`config.mk`:
```
export PLATFORM = sky130hd
export DESIGN_NAME = jump_pc_sequencer
export DESIGN_NICKNAME = d
export VERILOG_FILES = /design/src/rtl/jump_pc_pkg.sv /design/src/rtl/jump_pc_sequencer_target_calc.sv /design/src/rtl/jump_pc_sequencer.sv
export SDC_FILE = /design/constraint.sdc
export NUM_CORES = 1
export LEC_CHECK = 0
export CAP_MARGIN = 20
export CORE_ASPECT_RATIO = 0.6
export CORE_MARGIN = 4
export CORE_UTILIZATION = 44
export CTS_CLUSTER_SIZE = 24
export DETAILED_ROUTE_END_ITERATION = 6
export PLACE_DENSITY = 0.84
export SLEW_MARGIN = 5
export SYNTH_ARGS = -nofsm -noshare
export SYNTH_HDL_FRONTEND = slang
export SYNTH_HIERARCHICAL = 1
export SYNTH_SLANG_ARGS = --single-unit
```
`constraint.sdc`:
```
create_clock -name clk_i -period 3.9 [get_ports clk_i]
set_input_delay 0.78 -clock clk_i [delete_from_list [all_inputs] [get_ports clk_i]]
set_output_delay 0.78 -clock clk_i [all_outputs]
set_load 0.01 [all_outputs]
```
`src/rtl/jump_pc_pkg.sv`:
```
// Shared types and constants for the jump PC sequencer: FSM states,
// next-PC select codes and the sequential PC increment.
package jump_pc_pkg;

  typedef enum logic [1:0] {
    ST_INIT = 2'd0,
    ST_RUN  = 2'd1,
    ST_TRAP = 2'd2
  } state_e;

  typedef enum logic [2:0] {
    SEL_SEQ  = 3'd0,
    SEL_BR   = 3'd1,
    SEL_J    = 3'd2,
    SEL_JR   = 3'd3,
    SEL_TRAP = 3'd4
  } next_sel_e;

  localparam logic [31:0] PC_STEP = 32'd4;

endpackage

```
`src/rtl/jump_pc_sequencer_target_calc.sv`:
```
// Combinational next-PC target generation: jump/branch targets, the
// misaligned-JR flag and the priority-resolved select code.
module pc_target_calc
  import jump_pc_pkg::*;
(
  input  logic [31:0] pc_plus4_i,
  input  logic [27:0] jump_addr_i,
  input  logic [31:0] branch_off_i,
  input  logic [31:0] jr_addr_i,
  input  logic        jump_i,
  input  logic        jr_i,
  input  logic        branch_taken_i,
  output next_sel_e   sel_o,
  output logic [31:0] jump_target_o,
  output logic [31:0] branch_target_o,
  output logic        misaligned_o
);

  assign jump_target_o   = {pc_plus4_i[31:28], jump_addr_i};
  assign branch_target_o = pc_plus4_i + branch_off_i;
  assign misaligned_o    = jr_i && (jr_addr_i[1:0] != 2'b00);

  // Priority: jr > jump > branch > sequential
  always_comb begin
    sel_o = SEL_SEQ;
    if (jr_i) begin
      sel_o = misaligned_o ? SEL_TRAP : SEL_JR;
    end else if (jump_i) begin
      sel_o = SEL_J;
    end else if (branch_taken_i) begin
      sel_o = SEL_BR;
    end
  end

endmodule

```
`src/rtl/jump_pc_sequencer.sv`:
```
// Architectural PC register with post-reset settling window, fetch
// handshake, stall hold and a one-cycle trap on misaligned JR targets.
module jump_pc_sequencer
  import jump_pc_pkg::*;
#(
  parameter logic [31:0] RESET_PC    = 32'h0000_0000,
  parameter logic [31:0] TRAP_PC     = 32'h0000_0080,
  parameter int          HOLD_CYCLES = 2
) (
  input  logic        clk_i,
  input  logic        rst_i,
  input  logic [27:0] jump_addr_i,
  input  logic [31:0] branch_off_i,
  input  logic [31:0] jr_addr_i,
  input  logic        jump_i,
  input  logic        jr_i,
  input  logic        branch_taken_i,
  input  logic        stall_i,
  input  logic        fetch_ready_i,
  output logic [31:0] pc_o,
  output logic [31:0] pc_plus4_o,
  output logic        pc_valid_o,
  output logic        redirect_o,
  output logic        trap_o
);

  localparam logic [3:0] HOLD_LAST = 4'(HOLD_CYCLES - 1);

  state_e      state_q, state_d;
  logic [3:0]  cnt_q, cnt_d;
  logic [31:0] pc_q, pc_d;
  logic        redirect_q, redirect_d;
  logic        trap_q, trap_d;

  next_sel_e   sel;
  logic [31:0] jump_target;
  logic [31:0] branch_target;
  logic        misaligned;
  logic        advance;

  assign pc_o       = pc_q;
  assign pc_plus4_o = pc_q + PC_STEP;
  assign pc_valid_o = (state_q == ST_RUN);
  assign redirect_o = redirect_q;
  assign trap_o     = trap_q;
  assign advance    = pc_valid_o && fetch_ready_i && !stall_i;

  pc_target_calc u_target_calc (
    .pc_plus4_i      (pc_plus4_o),
    .jump_addr_i     (jump_addr_i),
    .branch_off_i    (branch_off_i),
    .jr_addr_i       (jr_addr_i),
    .jump_i          (jump_i),
    .jr_i            (jr_i),
    .branch_taken_i  (branch_taken_i),
    .sel_o           (sel),
    .jump_target_o   (jump_target),
    .branch_target_o (branch_target),
    .misaligned_o    (misaligned)
  );

  // Control inputs are only looked at on an advance, so X on them while
  // the PC is not valid cannot leak into state.
  always_comb begin
    state_d    = state_q;
    cnt_d      = cnt_q;
    pc_d       = pc_q;
    redirect_d = 1'b0;
    trap_d     = 1'b0;
    unique case (state_q)
      ST_INIT: begin
        if (cnt_q == HOLD_LAST) begin
          state_d = ST_RUN;
        end else begin
          cnt_d = cnt_q + 4'd1;
        end
      end
      ST_RUN: begin
        if (advance) begin
          redirect_d = (sel != SEL_SEQ);
          unique case (sel)
            SEL_JR:   pc_d = jr_addr_i;
            SEL_J:    pc_d = jump_target;
            SEL_BR:   pc_d = branch_target;
            SEL_TRAP: begin
              pc_d    = TRAP_PC;
              trap_d  = 1'b1;
              state_d = ST_TRAP;
            end
            default:  pc_d = pc_plus4_o;
          endcase
        end
      end
      ST_TRAP: begin
        state_d = ST_RUN;
      end
      default: begin
        state_d = ST_INIT;
      end
    endcase
  end

  always_ff @(posedge clk_i or negedge rst_i) begin
    if (!rst_i) begin
      state_q    <= ST_INIT;
      cnt_q      <= 4'd0;
      pc_q       <= RESET_PC;
      redirect_q <= 1'b0;
      trap_q     <= 1'b0;
    end else begin
      state_q    <= state_d;
      cnt_q      <= cnt_d;
      pc_q       <= pc_d;
      redirect_q <= redirect_d;
      trap_q     <= trap_d;
    end
  end

  // Unused in this configuration path but kept visible for debug probes
  logic unused_misaligned;
  assign unused_misaligned = misaligned;

endmodule

```
==> qor.csv, run 1 <==
stage,metric,value,unit
status,status,"complete, no violations",
global_route,grt peak-use layer,met1,
placement,Setup WS pre-CTS,-45.7,ps
die,row count,31,
yosys,Mapped Nets,822,
worst_hold_path,hold crit path type,register to register,
clock_tree,CTS tree,done,
finish,Final #Nets,1052,
worst_setup_path,critical path startpoint category,register,
global_route,first-pass GRT wire length,33700,um
die,core area,12200,um^2
clock_tree,CTS Sinks,40,
sta,worst setup margin,0.540,ps
worst_setup_path,Worst EP required,4080,ps
sta,Final min period,3900,ps
routing,via count,6595,
worst_setup_path,CP endpoint kind,register,
die,Die Wd,153,um
worst_setup_path,CP Class,register to register,
global_route,GRT Total Usage,0.293,
yosys,number of synthesized flops with an enable pin,0,
routing,"antenna viol nets, final",0,
global_route,vias in the first global route,6134,
yosys,Mapped Avg Cell Area,8.05,um^2
global_route,initial antenna violation count,0,
routing,DR WL/cell,20.8,um
routing,drt total wl,22600,um
yosys,post-synth top area share,0.181,
sta,slew margin rel.,0.345,
clock_tree,TritonCTS buffer count,5,
placement,dpl hpwl,17600,um
sta,RSZ-0062 raised after global routing,true,
clock_tree,CTS max path bufs,2,
clock_tree,Root Driver,clkbuf_16,
global_route,met1 Use GR,0.435,
sta,hold slack,478,ps
yosys,post-synthesis sequential area ratio,0.181,
finish,Syn-to-layout area delta,51.5,%
sta,final-report hold violation count,0,
global_route,met3 usage in global routing,0.0737,
power_and_ir_drop,power consumption,6.33,mW
global_route,grt ovf,0,
clock_tree,"Clk Latency, worst-skew pair",290,ps
global_route,met2 Use GR,0.433,
yosys,Async SR Flop Fraction,1.00,
yosys,yosys warns,6,
yosys,most frequent cell after synthesis,nand2_1,
routing,DRC Markers,0,
sta,Least-Margin Pin Slew,982,ps
die,area of the die,14500,um^2
die,initial core utilization,0.455,
die,Die Y,94.9,um
placement,RePlAce Congestion,1.02,
clock_tree,clock-pin slew on the worst setup and hold paths,60,ps
power_and_ir_drop,maximum vdd drop,0.418,mV
sta,fin crit share,1.00,
sta,TNS Setup,0,ps
finish,number of diodes,0,
sta,Final Skew,4.06,ps
routing,vias per cell,6.09,
sta,max-slew violations,0,
routing,Iter 0 DRT Violations,807,
finish,Layout Utilization,0.689,
clock_tree,number of H-tree branching levels,2,
power_and_ir_drop,P_leak,3.49,nW
sta,final setup violation count,0,
die,IO Pins,166,
yosys,top cells by instance count after synthesis,"nand2_1 (57), nor2_1 (52), a21oi_1 (49)",
yosys,"Distinct cells, synth",81,
routing,Pre-antenna DRT Iters,6,
yosys,number of synthesized register bits,40,
yosys,Mapped Cells,688,
yosys,top post-synthesis cells by area,"dfrtp_1 (18%), ha_1 (7.7%), mux2_2 (5.7%), xnor2_1 (5.4%), buf_4 (5.3%)",
worst_setup_path,Arrival @ worst endpoint,4080,ps
finish,layout cell share with drive strength beyond 1,0.263,
worst_setup_path,CP Max Fanout,5,
power_and_ir_drop,Power per Cell Area,754,nW/um^2
global_route,largest net degree at the start of global routing,42,
yosys,Mapped Area,5540,um^2
yosys,"area leader, netlist",dfrtp_1,
clock_tree,hold_buf cts,0,
placement,Port-buffer cells,165,
yosys,Main synth FF type,dfrtp_1,
sta,Max Clk Rate,256,MHz
run,max-cap viol count,0,
-- per-layer routing --
metal	part of all wire	routed length, um	vias up
li1	-	-	3015
met1	0.44	9850	3067
met2	0.42	9480	476
met3	0.13	2880	37
met4	0.015	333	0
met5	0	0	-
-- repair_timing --
action                                  in CTS  in global routing
gates resized for setup                      2                 44
pin swaps                                    2                 34
endpoints found under the setup margin       1                 15
endpoints found under the hold margin        0                  0
buffers inserted                             1                 17
-- metrics by stage --
step	cell area, um^2	cells
floorplan	5560	688
global placement	7820	1058
detailed placement	7820	1058
CTS	8020	1066
global route	8390	1083
finish	8390	1083
-- critical path, cell delays in order, from the launching register on --
cell	delay, ps
dfrtp_2	430
nand4_1	110
buf_4	170
or4_4	580
xnor2_2	180
ha_1	400
nand4_1	250
nor4_2	290
buf_4	170
nand4_1	140
nand3_1	170
a31oi_1	110
a22o_1	250
a32oi_1	160
o21ai_1	100
a311o_1	270
-- placed cells by master, fill, tap and decap left out, drive strengths merged, types with 6 or more instances in the layout --
cell type and instances:
nand4 19, mux2 28, o32a 7, buf 132
nor2 52, o211ai 10, a31oi 6, nand3 20
ha 34, and3 6, nor4 7, or2 6
o21ai 48, o21a 6, dfrtp 40, nor3 18
a21oi 50, o21bai 6, nand2 57, clkdlybuf4s50 164
nor2b 6, xor2 22, a21o 16, a22oi 28
inv 11, a211oi 7, xnor2 34
-- cell type report --
cell class,instances,area (um^2)
clock buffer,5,125
fill,965,3790
sequential,40,1000
clock inverter,2,60.1
multi-input combinational,563,4320
timing repair buffer,296,2630
tap,165,206
inverter,12,48.8
-- registers in the layout (all words and copies together), names as in the netlist --
| register | flops |
|---|---|
| cnt_q | 4 |
| trap_o | 1 |
| state_q | 2 |
| redirect_o | 1 |
| pc_o | 32 |
-- path summary, 6_finish.rpt --
| check | cells past startpoint | from | end | slack, ps |
|---|---|---|---|---|
| max in group asynchronous | 1 | rst_i | pc_o[3]$_DFFE_PN0P_ | 2570 |
| hold / removal | 1 | cnt_q[3]$_DFFE_PN0P_ | cnt_q[3]$_DFFE_PN0P_ | 480 |
| min in group asynchronous | 1 | rst_i | cnt_q[1]$_DFFE_PN0P_ | 650 |
| hold reg to reg | 1 | cnt_q[3]$_DFFE_PN0P_ | cnt_q[3]$_DFFE_PN0P_ | 480 |
| setup reg to reg | 15 | pc_o[3]$_DFFE_PN0P_ | pc_o[31]$_DFFE_PN0P_ | 0.5 |
| setup / recovery | 15 | pc_o[3]$_DFFE_PN0P_ | pc_o[31]$_DFFE_PN0P_ | 0.5 |
-- where the power goes --
part           internal (mW)  leakage, nW  switching [mW]
registers              0.602        0.478           0.256
logic                   2.42         2.92            2.51
clock network          0.363       0.0899           0.177
-- cells by family (layout without fill, tap and decap cells) --
kind of cell	after synthesis	in the layout	synth area share
buffers and inverters	85	315	0.0917
DFF	40	40	0.181
xor gates and xnor gates	56	56	0.0886
adders and majority gates	35	35	0.0805
and+or+nand+nor	215	215	0.213
AOI/OAI and AO/OA	223	223	0.273
muxes	34	34	0.0723
(Power assumes the default switching activity.)
==> run 2, diff against run 1 <==
--- a/config.mk
+++ b/config.mk
@@ -5,13 +5,14 @@
 export SDC_FILE = /design/constraint.sdc
 export NUM_CORES = 1
 export LEC_CHECK = 0
+export ABC_AREA = 1
 export CAP_MARGIN = 20
 export CORE_ASPECT_RATIO = 0.6
 export CORE_MARGIN = 4
-export CORE_UTILIZATION = 44
+export CORE_UTILIZATION = 45
 export CTS_CLUSTER_SIZE = 24
 export DETAILED_ROUTE_END_ITERATION = 6
-export PLACE_DENSITY = 0.84
+export PLACE_DENSITY = 0.83
 export SLEW_MARGIN = 5
 export SYNTH_ARGS = -nofsm -noshare
 export SYNTH_HDL_FRONTEND = slang
==> run 2 against run 1 <==
  * Combinational power fell by 23%
  * Worst hold slack improved by 44 ps
  * Cell area fell by 7.4%
  * Clock skew rose by 3.7 ps
  * Sequential cell count did not move
  * Cell count rose by 30%
  * Register-to-register slack improved by 370 ps
  * First-iteration DRC count fell by 3.0%
  * Largest cell class unchanged
  * Largest power group unchanged
==> qor.csv, run 2 <==
stage,metric,value,unit
worst_setup_path,Critical Path Max Stage Delay,430,ps
power_and_ir_drop,Flop pwr share,0.173,
power_and_ir_drop,combinational group share of total power,0.747,
clock_tree,Root Driver,clkbuf_16,
placement,Port-buffer cells,165,
sta,Max Clk Rate,284,MHz
sta,slew margin rel.,0.345,
power_and_ir_drop,Power per Cell Area,656,nW/um^2
finish,Layout Utilization,0.597,
yosys,post-synthesis sequential area ratio,0.165,
power_and_ir_drop,P_leak,4.17,nW
finish,"most common cell after layout, fill and taps aside",nand2_1,
sta,Final Skew,7.78,ps
power_and_ir_drop,Sw Share,0.539,
clock_tree,CTS tree,done,
power_and_ir_drop,power consumption,5.10,mW
finish,Largest register FFs,32,
run,max-cap viol count,0,
routing,Pre-antenna DRT Iters,7,
finish,most frequent cells in the layout,"nand2_1 (468), clkdlybuf4s50_1 (164), inv_1 (157)",
finish,cell area after layout,7770,um^2
sta,final setup violation count,0,
yosys,Mapped Nets,1246,
placement,RePlAce Congestion,0.984,
worst_setup_path,R2R Path Start,pc_o[2]$_DFFE_PN0P_,
yosys,most frequent cell after synthesis,nand2_1,
worst_setup_path,"Critical Path, Cell by Cell",ha_1 -> nand3_1 -> inv_2 -> nand2_2 -> o21ai_0 -> and2_1 -> ha_1 -> nand2_1 -> inv_1 -> nand2_1 -> nand2_1 -> nand2_1 -> nand2_1 -> a21oi_1 -> nand3_1 -> nand2_1 -> inv_1 -> nor2_1 -> nor2_1 -> nor2_1 -> nor2_1 -> nand2_1,
worst_setup_path,CP top delay family,simple AND/OR/NAND/NOR gates,
worst_hold_path,worst hold start,state_q[0]$_DFFE_PN0P_,
routing,DR WL/cell,15.9,um
global_route,grt ovf,0,
worst_setup_path,CP Max Fanout,7,
finish,Syn-to-layout area delta,28.4,%
sta,hold slack,522,ps
worst_hold_path,hold depth,1,
yosys,Mapped Area,6050,um^2
worst_setup_path,WP buf/inv,3,
worst_setup_path,CP endpoint kind,register,
clock_tree,CTS Sinks,40,
worst_setup_path,Worst EP required,4130,ps
worst_setup_path,Reg2Reg Capture Point,pc_o[27]$_DFFE_PN0P_,
die,Die Wd,158,um
global_route,GRT Total Usage,0.282,
placement,dpl hpwl,18700,um
yosys,Main synth FF type,dfrtp_1,
yosys,Async SR Flop Fraction,1.00,
die,IO Pins,166,
routing,via count,7282,
finish,Finished Layout Cells,1413,
yosys,post-synth top area share,0.290,
worst_setup_path,critical path startpoint category,register,
worst_hold_path,hold crit path type,register to register,
die,core area,13000,um^2
clock_tree,clock-pin slew on the worst setup and hold paths,60,ps
worst_setup_path,Arrival @ worst endpoint,3750,ps
yosys,Mapped Cells,1112,
routing,drt total wl,22500,um
power_and_ir_drop,Net Switching,2.75,mW
power_and_ir_drop,Pint,2.35,mW
yosys,yosys warns,6,
yosys,Mapped Avg Cell Area,5.44,um^2
finish,number of diodes,0,
worst_setup_path,CP Class,register to register,
global_route,vias in the first global route,6706,
yosys,"Distinct cells, synth",33,
clock_tree,"Setup Fix Bufs, Post-CTS",0,
sta,RSZ-0062 raised after global routing,false,
routing,"antenna viol nets, final",0,
clock_tree,CTS max path bufs,2,
die,initial core utilization,0.465,
worst_setup_path,crit path max-delay cell type,dfrtp_1,
worst_setup_path,Reg2Reg Depth,22,
die,row count,32,
global_route,largest net degree at the start of global routing,41,
status,status,"complete, no violations",
yosys,top cells by instance count after synthesis,"nand2_1 (468), inv_1 (157), nor2_1 (137)",
global_route,initial antenna violation count,0,
power_and_ir_drop,maximum vdd drop,0.356,mV
clock_tree,TritonCTS buffer count,5,
die,Die Y,97.8,um
placement,Setup WS pre-CTS,572,ps
routing,Iter 0 DRT Violations,783,
sta,Final min period,3530,ps
sta,max-slew violations,0,
clock_tree,"Clk Latency, worst-skew pair",290,ps
clock_tree,hold_buf cts,0,
placement,number of cells after detailed placement,1406,
routing,vias per cell,5.15,
worst_setup_path,"most used cell, CP",nand2_1,
worst_hold_path,WHS Endpoint,state_q[0]$_DFFE_PN0P_,
clock_tree,post_cts resized,0,
yosys,"area leader, netlist",nand2_1,
sta,TNS Setup,0,ps
yosys,number of synthesized register bits,40,
yosys,top post-synthesis cells by area,"nand2_1 (29%), dfrtp_1 (17%), inv_1 (9.7%), nor2_1 (8.5%), ha_1 (7.0%)",
sta,fin crit share,0.904,
sta,worst setup margin,373,ps
yosys,number of synthesized flops with an enable pin,0,
placement,placed inst area,7630,um^2
power_and_ir_drop,Clk pwr share,0.079,
routing,DRC Markers,0,
finish,layout cell share with drive strength beyond 1,0.0579,
worst_setup_path,Reg2Reg Setup Slack,370,ps
sta,final-report hold violation count,0,
global_route,first-pass GRT wire length,34600,um
sta,Least-Margin Pin Slew,982,ps
finish,Final #Nets,1377,
die,area of the die,15400,um^2
clock_tree,number of H-tree branching levels,2,
run 2: power by group through the flow:
stage,Sequential (mW),Clock [mW],Combinational (mW)
6_report,0.883,0.405,3.81
2_1_floorplan,0.852,0,2.17
3_3_place_gp,0.856,0,3.63
5_1_grt,0.901,0.425,4.14
3_5_place_dp,0.857,0,3.68
4_1_cts,0.860,0.402,3.71
run 2: final cells by class:
cell class,instances,area [um^2]
Clock inverter,2,12.5
Sequential cell,40,1000
Clock buffer,5,125
Tap cell,170,213
Inverter,168,631
Fill cell,1254,5250
Timing Repair Buffer,177,1740
Multi-Input combinational cell,851,4050
run 2: worst max path at each step:
| stage | startpoint | to | slack, ps | depth (start not counted) |
|---|---|---|---|---|
| after floorplan | pc_o[2]$_DFFE_PN0P_ | pc_o[28]$_DFFE_PN0P_ | 1030 | 22 |
| after global placement | pc_o[2]$_DFFE_PN0P_ | pc_o[17]$_DFFE_PN0P_ | 640 | 19 |
| after detailed placement | pc_o[2]$_DFFE_PN0P_ | pc_o[27]$_DFFE_PN0P_ | 570 | 22 |
| after CTS | pc_o[2]$_DFFE_PN0P_ | pc_o[27]$_DFFE_PN0P_ | 510 | 22 |
| after global routing | pc_o[2]$_DFFE_PN0P_ | pc_o[27]$_DFFE_PN0P_ | 30 | 22 |
| final | pc_o[2]$_DFFE_PN0P_ | pc_o[27]$_DFFE_PN0P_ | 370 | 22 |
run 2: routing by layer:
metal	GRT usage	up-vias	wire length [um]
li1	-	3589	-
met1	0.424	3263	10300
met2	0.383	395	8670
met3	0.113	35	3240
met4	0.0476	0	317
met5	0	-	0
run 2: worst register-to-register path, cell delays in order, from the launching register on:
cell and delay [ps]:
dfrtp_1 430, ha_1 210, nand3_1 130, inv_2 90, nand2_2 140, o21ai_0 320, and2_1 340, ha_1 360
nand2_1 160, inv_1 50, nand2_1 60, nand2_1 70, nand2_1 60, nand2_1 60, a21oi_1 180, nand3_1 100
nand2_1 150, inv_1 50, nor2_1 150, nor2_1 80, nor2_1 170, nor2_1 60, nand2_1 60
run 2: kinds of logic after synthesis:
| group | synth area share |
|---|---|
| flip-flops | 0.165 |
| AND/OR/NAND/NOR | 0.511 |
| adder cells (fa/ha/maj) | 0.0736 |
| AO/OA/AOI/OAI | 0.0405 |
| buffers and inverters | 0.166 |
| XOR/XNOR | 0.0434 |
